[config.mk]
export PLATFORM = sky130hd
export DESIGN_NAME = dmi_uart_framer
export DESIGN_NICKNAME = d
export VERILOG_FILES = /design/src/rtl/dmi_uart_framer.sv
export SDC_FILE = /design/constraint.sdc
export NUM_CORES = 1
export LEC_CHECK = 0
export CAP_MARGIN = 20
export CORE_ASPECT_RATIO = 0.8
export CORE_MARGIN = 5
export CORE_UTILIZATION = 30
export DETAILED_ROUTE_END_ITERATION = 7
export HOLD_SLACK_MARGIN = 0.15
export PLACE_DENSITY = 0.58
export REMOVE_ABC_BUFFERS = 1
export SLEW_MARGIN = 20
export SYNTH_ARGS = -nofsm -noshare
export SYNTH_HDL_FRONTEND = slang
export SYNTH_SLANG_ARGS = --single-unit
[constraint.sdc]
create_clock -name CLK_I -period 1.7 [get_ports CLK_I]
set_clock_uncertainty 0.05 [all_clocks]
set_input_delay 0.425 -clock CLK_I [delete_from_list [all_inputs] [get_ports CLK_I]]
set_output_delay 0.425 -clock CLK_I [all_outputs]
set_load 0.05 [all_outputs]
[src/rtl/dmi_uart_framer.sv]
// Byte framer between the UART byte streams and the DMI TAP write/read ports.
// Six MSB-first bytes carry one 41-bit request in, and one 41-bit response back out.
module dmi_uart_framer #(
    parameter int TIMEOUT_CYCLES = 100000
) (
    input  logic        CLK_I,
    input  logic        RST_I,
    input  logic [7:0]  RX_DATA_I,
    input  logic        RX_VALID_I,
    output logic        RX_READY_O,
    output logic [7:0]  TX_DATA_O,
    output logic        TX_VALID_O,
    input  logic        TX_READY_I,
    output logic [40:0] TAP_WRITE_DATA_O,
    output logic        TAP_WRITE_VALID_O,
    input  logic        TAP_WRITE_READY_I,
    output logic        TAP_READ_READY_O,
    input  logic [40:0] TAP_READ_DATA_I,
    input  logic        TAP_READ_VALID_I,
    output logic        FRAME_DROP_O
);

    localparam int IW = $clog2(TIMEOUT_CYCLES + 1);

    typedef enum logic [1:0] {
        RX_COLLECT,
        TAP_WRITE,
        TAP_READ,
        TX_SEND
    } state_t;

    state_t        state_q, state_d;
    logic [40:0]   rx_shift_q;
    logic [47:0]   tx_shift_q;
    logic [2:0]    byte_cnt_q;
    logic [IW-1:0] idle_q;
    logic          drop_q;

    logic rx_hs, tap_w_hs, tap_r_hs, tx_hs, last_byte, timeout_hit;

    assign rx_hs     = RX_VALID_I && (state_q == RX_COLLECT);
    assign tap_w_hs  = TAP_WRITE_READY_I && (state_q == TAP_WRITE);
    assign tap_r_hs  = TAP_READ_VALID_I && (state_q == TAP_READ);
    assign tx_hs     = TX_READY_I && (state_q == TX_SEND);
    assign last_byte = (byte_cnt_q == 3'd5);
    // An RX byte in the same cycle as the timeout wins and keeps the frame alive.
    assign timeout_hit = (state_q == RX_COLLECT) && (byte_cnt_q != 3'd0) && !RX_VALID_I
                         && (idle_q == IW'(TIMEOUT_CYCLES - 1));

    // NOTE: state is updated with non-blocking assignments so every register samples pre-edge values.
    always_ff @(posedge CLK_I) begin
        if (RST_I) state_q <= RX_COLLECT;
        else       state_q <= state_d;
    end

    // NOTE: state_d gets its default first so no path through the case can infer a latch.
    always_comb begin
        state_d = state_q;
        case (state_q)
            RX_COLLECT: if (rx_hs && last_byte) state_d = TAP_WRITE;
            TAP_WRITE:  if (tap_w_hs) state_d = (rx_shift_q[1:0] == 2'b01) ? TAP_READ : RX_COLLECT;
            TAP_READ:   if (tap_r_hs) state_d = TX_SEND;
            TX_SEND:    if (tx_hs && last_byte) state_d = RX_COLLECT;
            default:    state_d = RX_COLLECT;
        endcase
    end

    always_ff @(posedge CLK_I) begin
        if (RST_I) begin
            rx_shift_q <= '0;
            tx_shift_q <= '0;
            byte_cnt_q <= '0;
            idle_q     <= '0;
            drop_q     <= 1'b0;
        end else begin
            drop_q <= timeout_hit;
            case (state_q)
                RX_COLLECT: begin
                    if (rx_hs) begin
                        // Bits above 40 simply fall off the top, discarding the pad bits.
                        rx_shift_q <= {rx_shift_q[32:0], RX_DATA_I};
                        byte_cnt_q <= last_byte ? 3'd0 : byte_cnt_q + 3'd1;
                        idle_q     <= '0;
                    end else if (byte_cnt_q != 3'd0) begin
                        if (timeout_hit) begin
                            byte_cnt_q <= '0;
                            idle_q     <= '0;
                        end else begin
                            idle_q <= idle_q + IW'(1);
                        end
                    end
                end
                TAP_READ: begin
                    if (tap_r_hs) tx_shift_q <= {7'b0, TAP_READ_DATA_I};
                end
                TX_SEND: begin
                    if (tx_hs) begin
                        tx_shift_q <= {tx_shift_q[39:0], 8'h00};
                        byte_cnt_q <= last_byte ? 3'd0 : byte_cnt_q + 3'd1;
                    end
                end
                default: ;
            endcase
        end
    end

    assign RX_READY_O        = (state_q == RX_COLLECT);
    assign TAP_WRITE_VALID_O = (state_q == TAP_WRITE);
    assign TAP_READ_READY_O  = (state_q == TAP_READ);
    assign TX_VALID_O        = (state_q == TX_SEND);
    assign TAP_WRITE_DATA_O  = rx_shift_q;
    assign TX_DATA_O         = tx_shift_q[47:40];
    assign FRAME_DROP_O      = drop_q;

endmodule

======== Word level (Yosys, flattened, before mapping) ========
Index checks and enable logic that the tools add are counted.
storage, ports and cells
  flip-flop bits (word level) ............. 112
  output and inout bits ................... 54
  logic and storage cells ................. 59
operators by class
  add/subtract/negate cells ............... 2
  equal/unequal tests ..................... 13
  muxes and demuxes ....................... 18
  reduce and logical (&&, ||, !) cells .... 20
operators by type and width
  operator                                                                  number
  48-bit two-way mux                                                        2
  48-bit one-hot mux with 2 select lines                                    1
  17-bit two-way mux                                                        3
  17-bit by 1-bit adder with 17-bit output (second input constant)          1
  17-bit equality test (second input constant)                              1
  3-bit two-way mux                                                         5
  2-bit two-way mux                                                         5
  2-bit by 1-bit inequality test with 1-bit output (second input constant)  5
  1-bit logical AND                                                         9
  2-bit one-hot mux with 4 select lines                                     1
  4-bit AND reduction                                                       2
  3-bit by 1-bit inequality test with 1-bit output (second input constant)  2
  3-bit one-hot mux with 2 select lines                                     1
  2-bit nonzero test                                                        3
  2-bit by 1-bit equality test with 1-bit output (second input constant)    2
  2-bit equality test (second input constant)                               2
  2-bit AND reduction                                                       2
  3-bit by 1-bit adder with 3-bit output (second input constant)            1
  3-bit equality test (second input constant)                               1
  3-bit AND reduction                                                       1
  3-bit nonzero test                                                        1
  2-bit logical NOT                                                         1
  1-bit logical NOT                                                         1

======== Depth between registers and ports, before layout ========
Gate-level depths: netlist (run 1).
  word-level depth ........................ 8
  gate-level depth with buffers ........... 7

======== Worst setup path after synthesis (run 1) ========
No wires, ideal clock.
  path type ............................... register to register
  from .................................... register (tool-made name)
  to ...................................... register tx_shift_q[0]
  library setup time ...................... 0.065 ns
  arrival ................................. 1.854 ns
  setup slack ............................. -0.269 ns
  stages on the path, launching flop included .. 7
  buffers on the path ..................... 2
  cells stage by stage .................... dfxtp_1 buf_2 nor2b_1 and2_1 clkbuf_1 a22oi_1 nor2_1
RTL lines
  what                  line  source
  end signal, assigned  94    if (tap_r_hs) tx_shift_q <= {7'b0, TAP_READ_DATA_I};
  end signal, assigned  98    tx_shift_q <= {tx_shift_q[39:0], 8'h00};
  end, declared         34    logic [47:0] tx_shift_q;

======== Worst setup path in the final report (run 1) ========
  from .................................... register state_q[0]
  to ...................................... output port RX_READY_O
on the way
  cells in the longest elaborated chain, start to end .. 1
ends and longest elaborated chain
  what                    line  source
  start, declared         32    state_t state_q, state_d;
  start signal, assigned  53    else state_q <= state_d;
  2-bit logical NOT       107   assign RX_READY_O = (state_q == RX_COLLECT);
  end, declared           10    output logic RX_READY_O,
Every way passes these cells.

==> insert_results.sql, run 1 <==
INSERT INTO impl_metrics (metric_group, metric, value, unit) VALUES
('sta', 'slew_headroom', '71.5', '%'),
('placed_design', 'detailed_place_hpwl', '9150', 'um'),
('run_status', 'outcome', 'complete, but fails checks', ''),
('global_routing', 'global_route_wire_length_before_repair', '20700', 'um'),
('clocking', 'tritoncts', 'built', ''),
('die', 'die_h', '122', 'um'),
('run_status', 'violations', 'negative setup slack', ''),
('die', 'initial_utilization', '30.3', '%'),
('worst_setup_path', 'reg2reg_setup_slack', '-0.03', 'ns'),
('worst_hold_path', 'min_path_cells', '2', ''),
('finish', 'nFillCells', '1472', ''),
('sta', 'min_period', '1.73', 'ns'),
('global_routing', 'grt_max_degree', '63', ''),
('clocking', 'cts.sinks', '112', ''),
('worst_setup_path', 'critPathKind', 'reg -> out', ''),
('worst_setup_path', 'reg2regPathDepth', '7', ''),
('worst_setup_path', 'critical_path.endpoint_type', 'primary output', ''),
('synth', 'yosysTopAreaCell', 'dfxtp_1', ''),
('sta', 'drv_slew', '0', ''),
('placed_design', 'port_buffers', '108', ''),
('finish', 'signed_area_change_from_the_synthesized_netlist_to_the_final_layout', '54.7', '%'),
('clocking', 'ctsHoldBuffers', '0', ''),
('clocking', 'clock_tree.buffer_depth', '2', ''),
('sta', 'maxClockFrequency', '579', 'MHz'),
('drt', 'post-route-drc-count', '0', ''),
('synth', 'syn-instance-count', '586', ''),
('synth', 'yosys-top-cells-area', 'dfxtp_1 47%, nand2_1 13%, a311oi_1 6.1%, a21oi_1 5.8%, nor2_1 4.0%', ''),
('finish', 'design.final.nets', '770', ''),
('drt', 'via_count', '4514', ''),
('sta', 'least_margin_pin_slew', '0.428', 'ns'),
('clocking', 'htree_num_levels', '3', ''),
('worst_setup_path', 'crit_path_top_delay_cell', 'dfxtp_4', ''),
('global_routing', 'total_congestion_overflow_after_global_routing', '0', ''),
('drt', 'postRouteWirelength', '13300', 'um'),
('synth', 'synth.cell_area', '4740', 'um^2'),
('die', 'die_width', '151', 'um'),
('synth', 'netlist.area_leader.share', '47.3', '%'),
('sta', 'setup_ws', '-0.0284', 'ns'),
('synth', 'synth_sequential_area_ratio', '47.3', '%'),
('worst_setup_path', 'slowest_delay', '0.36', 'ns'),
('die', 'area_of_the_placeable_core', '15600', 'um^2'),
('worst_setup_path', 'list_of_cells_traversed_by_the_critical_path', 'or2_4, clkinv_4, buf_6, buf_12', ''),
('clocking', 'cts_inserted_buffers', '9', ''),
('global_routing', 'grt.total_usage', '13.9', '%'),
('sta', 'grt_setup_unrepaired', 'true', ''),
('power_and_ir_drop', 'cellLeakagePower', '2.64', 'nW'),
('drt', 'drt-initial-drc-count', '210', ''),
('worst_setup_path', 'regToRegStartpoint', 'state_q[0]', ''),
('worst_setup_path', 'worst_setup_path_startpoint', 'state_q[0]', ''),
('worst_hold_path', 'hold_path_class', 'in -> reg', ''),
('power_and_ir_drop', 'power_per_cell_area', '722', 'nW/um^2'),
('finish', 'number_of_antenna_repair_diodes', '0', ''),
('global_routing', 'first_global_vias', '4222', ''),
('die', 'floorplan.rows', '41', ''),
('flow_run', 'maxCapViolations', '0', ''),
('synth', 'synth.avg_cell_area', '8.09', 'um^2'),
('worst_setup_path', 'crit_fanout', '2', ''),
('worst_setup_path', 'critPathRequiredTime', '1.22', 'ns'),
('drt', 'ant_nets', '0', ''),
('worst_setup_path', 'r2r_end', 'idle_q[7]', ''),
('worst_setup_path', 'worst-endpoint-arrival', '1.25', 'ns'),
('synth', 'ys.flop_type', 'dfxtp_1', ''),
('die', 'top_level_ports', '109', ''),
('sta', 'setup_viol_count_final', '3', ''),
('synth', 'ys_ff_latch', '112', ''),
('sta', 'fin_crit_sh', '102', '%'),
('clocking', 'cts.root.buffer_cell', 'clkbuf_16', ''),
('synth', 'synth_common_cells', '170 x nand2_1, 112 x dfxtp_1, 55 x a21oi_1', ''),
('drt', 'detail_route.first_pass.iterations', '4', ''),
('power_and_ir_drop', 'fin_total_pwr', '5.30', 'mW'),
('worst_setup_path', 'worstSetupStartpointType', 'flop', '');
==> sequential cells by signal (all words and copies together), names as in the netlist, named ones only <==
name              cells
tx_shift_q           48
TAP_WRITE_DATA_O     41
idle_q               17
byte_cnt_q            3
FRAME_DROP_O          1
state_q               1
==> power by group <==
| part | switching (mW) | internal (mW) |
|---|---|---|
| clock network | 1.01 | 1.06 |
| registers | 0.0358 | 2.65 |
| logic | 0.259 | 0.281 |
==> worst max-delay path, delay by kind of cell (launching register included) <==
kind	cells	cell delay [ns]
flip-flops	1	0.36
AND/OR/NAND/NOR	1	0.25
buffers and inverters	3	0.28
==> layout by cell type, fill, tap and decap left out, types with 3 or more instances in the layout <==
cell / instances
nand2_1: 169
a311oi_1: 31
nor2_1: 51
a21oi_1: 55
and2_1: 3
and4_1: 3
o21ai_2: 4
buf_6: 6
dfxtp_2: 5
nand3_1: 14
buf_4: 50
dfxtp_1: 106
xor2_1: 7
nand4_1: 11
clkbuf_16: 10
nor3_1: 4
or3_1: 5
o21ai_0: 4
buf_12: 59
clkdlybuf4s50_1: 52
a22oi_1: 8
==> stage by stage <==
step	utilization [%]	TNS, ns	hold slack [ns]	instance area, um^2	instances
2_1_floorplan	-	-114.09	0.392	4480	534
3_3_place_gp	43.3	-29.02	0.396	6770	904
3_5_place_dp	43.3	-31.68	0.404	6770	904
4_1_cts	45.9	-0.152	0.347	7180	929
5_1_grt	46.9	-0.412	0.375	7330	934
6_report	46.9	-0.0745	0.367	7330	934
==> worst min-delay path by stage <==
stage	startpoint	end	slack [ns]
final	RST_I	TAP_WRITE_DATA_O[26]	0.37
after global routing	RST_I	TAP_WRITE_DATA_O[18]	0.37
after CTS	RST_I	TAP_WRITE_DATA_O[26]	0.35
after detailed placement	TAP_WRITE_DATA_O[33]	TAP_WRITE_DATA_O[33]	0.40
after global placement	TAP_WRITE_DATA_O[33]	TAP_WRITE_DATA_O[33]	0.40
after floorplan	tx_shift_q[33]	tx_shift_q[41]	0.39
==> per-layer routing <==
metal	track usage, %	vias up	wire (um)
li1	-	2272	-
met3	4.10	12	789
met1	18.1	2138	6170
met4	4.51	0	201
met5	0	-	0
met2	22.1	92	6130
==> layout make-up <==
class | instances | area, um^2 | share of cell area [%]
clock buffers | 10 | 239 | 3.26
inverters | 3 | 20.0 | 0.273
well taps | 215 | 269 | 3.67
repair buffers | 169 | 2180 | 29.7
flip-flops and latches | 112 | 2250 | 30.7
multi-input cells | 419 | 2320 | 31.7
clock inverters | 6 | 50.0 | 0.683
==> kinds of logic after synthesis <==
group           synth area share (%)
fa+ha+maj                      0.264
mux                            0.660
compound gates                  16.6
xor+xnor                        1.29
flops                           47.3
buf+inv                         5.91
simple gates                    28.0
==> what timing repair did <==
item | in CTS | in global routing
setup endpoints to repair | 15 | 18
gates cloned | 0 | 1
pin swaps | 5 | 14
setup buffers | 9 | 4
resized for setup | 20 | 22
No activity file was read; power rests on OpenSTA's default activity.
==> inputs of run 2 (changes only) <==
--- a/config.mk
+++ b/config.mk
@@ -7,7 +7,6 @@
 export LEC_CHECK = 0
 export CAP_MARGIN = 20
 export CORE_ASPECT_RATIO = 0.8
-export CORE_MARGIN = 5
 export CORE_UTILIZATION = 30
 export DETAILED_ROUTE_END_ITERATION = 7
 export HOLD_SLACK_MARGIN = 0.15
==> run 2 against run 1 <==
The run still ends with negative setup slack left. First-iteration DRC count up 7.1%. Sequential power about the same. Core utilization up 0.90 points. Critical path depth unchanged. Largest cell class unchanged.
==> insert_results.sql, run 2 (synthesis gave the netlist of run 1 again) <==
INSERT INTO impl_metrics (metric_group, metric, value, unit) VALUES
('finish', 'largest_register_ff_count', '48', ''),
('die', 'die_h', '114', 'um'),
('clocking', 'cts.clk_slew.worst_paths', '0.07', 'ns'),
('finish', 'utilization_after_layout', '47.8', '%'),
('global_routing', 'global_route.peak_usage_layer', 'met2', ''),
('power_and_ir_drop', 'internal_power', '3.96', 'mW'),
('clocking', 'ctsHoldBuffers', '0', ''),
('global_routing', 'grt.met3_usage', '4.31', '%'),
('drt', 'via_count', '4467', ''),
('placed_design', 'dpl_cell_area', '6840', 'um^2'),
('sta', 'drv_slew', '0', ''),
('drt', 'detail_route.first_pass.iterations', '5', ''),
('power_and_ir_drop', 'fin_total_pwr', '5.23', 'mW'),
('finish', 'multi_input_area', '2310', 'um^2'),
('drt', 'routed_via_density', '4.83', ''),
('global_routing', 'gr-usage-met1', '21.0', '%'),
('global_routing', 'grt_max_degree', '70', ''),
('worst_setup_path', 'critical_path.endpoint_type', 'primary output', ''),
('global_routing', 'gr-usage-met2', '24.6', '%'),
('sta', 'fin_worst_hold_slack', '0.298', 'ns'),
('sta', 'setup_viol_count_final', '1', ''),
('sta', 'min_period', '1.74', 'ns'),
('worst_setup_path', 'reg2reg_setup_slack', '0.03', 'ns'),
('finish', 'most_common_library_cell_in_the_layout_ignoring_fill_and_taps', 'nand2_1', ''),
('sta', 'maxClockFrequency', '575', 'MHz'),
('run_status', 'outcome', 'complete, but fails checks', ''),
('placed_design', 'gp_congestion', '0.765', ''),
('clocking', 'cts.root.buffer_cell', 'clkbuf_16', ''),
('global_routing', 'grt_antenna_before_repair', '0', ''),
('drt', 'postRouteWirelength', '12400', 'um'),
('power_and_ir_drop', 'power.share.switching', '24.2', '%'),
('power_and_ir_drop', 'power_per_cell_area', '720', 'nW/um^2'),
('clocking', 'htree_num_levels', '3', ''),
('finish', 'nFillCells', '1445', ''),
('worst_setup_path', 'crit_fanout', '4', ''),
('placed_design', 'port_buffers', '108', ''),
('worst_hold_path', 'hold_path_class', 'in -> reg', ''),
('clocking', 'tritoncts', 'built', ''),
('sta', 'grt_setup_unrepaired', 'true', ''),
('power_and_ir_drop', 'share_clk_of_total_power', '38.4', '%'),
('sta', 'slew_headroom', '74.1', '%'),
('placed_design', 'dp_cells', '904', ''),
('worst_setup_path', 'critPathRequiredTime', '1.22', 'ns'),
('die', 'top_level_ports', '109', ''),
('clocking', 'cts.sinks', '112', ''),
('power_and_ir_drop', 'power.ir.vdd_worst', '0.416', 'mV'),
('clocking', 'clock_tree.buffer_depth', '2', ''),
('sta', 'final-hold-violation-count', '0', ''),
('die', 'area_of_the_placeable_core', '15200', 'um^2'),
('finish', 'final_layout_size_suffix_gt1_share', '23.1', '%'),
('sta', 'setup_tns', '-0.0401', 'ns'),
('sta', 'setup_ws', '-0.0401', 'ns'),
('finish', 'final_design_area_no_fill', '7270', 'um^2'),
('global_routing', 'total_congestion_overflow_after_global_routing', '0', ''),
('finish', 'seqCellArea', '2250', 'um^2'),
('drt', 'ant_nets', '0', ''),
('finish', 'layout_common_cells', '170 x nand2_1, 108 x dfxtp_1, 61 x buf_12, 54 x a21oi_1, 53 x clkdlybuf4s50_1', ''),
('finish', 'design.final.nets', '766', ''),
('placed_design', 'detailed_place_hpwl', '8740', 'um'),
('finish', 'number_of_antenna_repair_diodes', '0', ''),
('global_routing', 'global_route_wire_length_before_repair', '20200', 'um'),
('worst_setup_path', 'worstSetupStartpointType', 'flop', ''),
('global_routing', 'first_global_vias', '4180', ''),
('finish', 'signed_area_change_from_the_synthesized_netlist_to_the_final_layout', '53.3', '%'),
('sta', 'fin_crit_sh', '102', '%'),
('drt', 'route.detailed.wl_per_inst', '13.4', 'um'),
('die', 'design.die.area', '16300', 'um^2'),
('power_and_ir_drop', 'cellLeakagePower', '2.60', 'nW'),
('global_routing', 'grt.total_usage', '15.5', '%'),
('die', 'initial_utilization', '31.2', '%'),
('run_status', 'violations', 'negative setup slack', ''),
('drt', 'drt-initial-drc-count', '225', ''),
('worst_setup_path', 'worst-endpoint-arrival', '1.27', 'ns'),
('clocking', 'cts_inserted_buffers', '9', ''),
('worst_setup_path', 'critPathKind', 'reg -> out', ''),
('die', 'die_width', '143', 'um'),
('sta', 'least_margin_pin_slew', '0.388', 'ns'),
('power_and_ir_drop', 'p_seq_share', '51.2', '%'),
('clocking', 'clock_latency', '0.35', 'ns'),
('placed_design', 'post-place-ws', '-0.460', 'ns'),
('power_and_ir_drop', 'p_switching', '1.27', 'mW'),
('finish', 'fin_cells', '924', ''),
('die', 'floorplan.rows', '40', ''),
('drt', 'post-route-drc-count', '0', ''),
('finish', 'max_flop_register', 'tx_shift_q', ''),
('flow_run', 'maxCapViolations', '0', ''),
('power_and_ir_drop', 'pwr-share-comb', '10.4', '%');
run 2: worst max-delay path: stages, from the launching register on:
cell and delay [ns]:
dfxtp_4 0.37, or2_4 0.27, clkinv_4 0.06, buf_6 0.09
buf_12 0.12
run 2: final cells by class:
class | count | area share [%]
Multi-Input combinational cell | 419 | 31.8
Sequential cell | 112 | 31.0
Timing Repair Buffer | 165 | 29.6
Tap cell | 210 | 3.62
Clock buffer | 11 | 3.34
Clock inverter | 4 | 0.379
Inverter | 3 | 0.276
run 2: path summary, 6_finish.rpt:
| kind | start | end | depth (start not counted) |
|---|---|---|---|
| hold / removal | RST_I | byte_cnt_q[0] | 2 |
| setup / recovery | flop | RX_READY_O | 4 |
| setup reg to reg | flop | byte_cnt_q[1] | 5 |
| hold reg to reg | TAP_WRITE_DATA_O[35] | TAP_WRITE_DATA_O[35] | 2 |
run 2: power groups by stage:
stage | sequential [mW] | clock (mW) | combinational [mW]
2_1_floorplan | 2.81 | 0 | 0.109
3_3_place_gp | 2.74 | 0 | 0.524
3_5_place_dp | 2.74 | 0 | 0.530
4_1_cts | 2.68 | 2.08 | 0.536
5_1_grt | 2.69 | 2.18 | 0.577
6_report | 2.68 | 2.01 | 0.542
run 2: layer usage:
metal  share of wire (%)  vias up
met5                   0        -
met4                0.57        0
met3                 5.0        9
met2                  46      110
met1                  48     2081
li1                    -     2267
run 2: timing repair:
action	CTS	global route
hold endpoints to repair	0	0
resized for setup	20	17
setup buffers	4	1
pin swaps	4	10
endpoints found under the setup margin	21	71
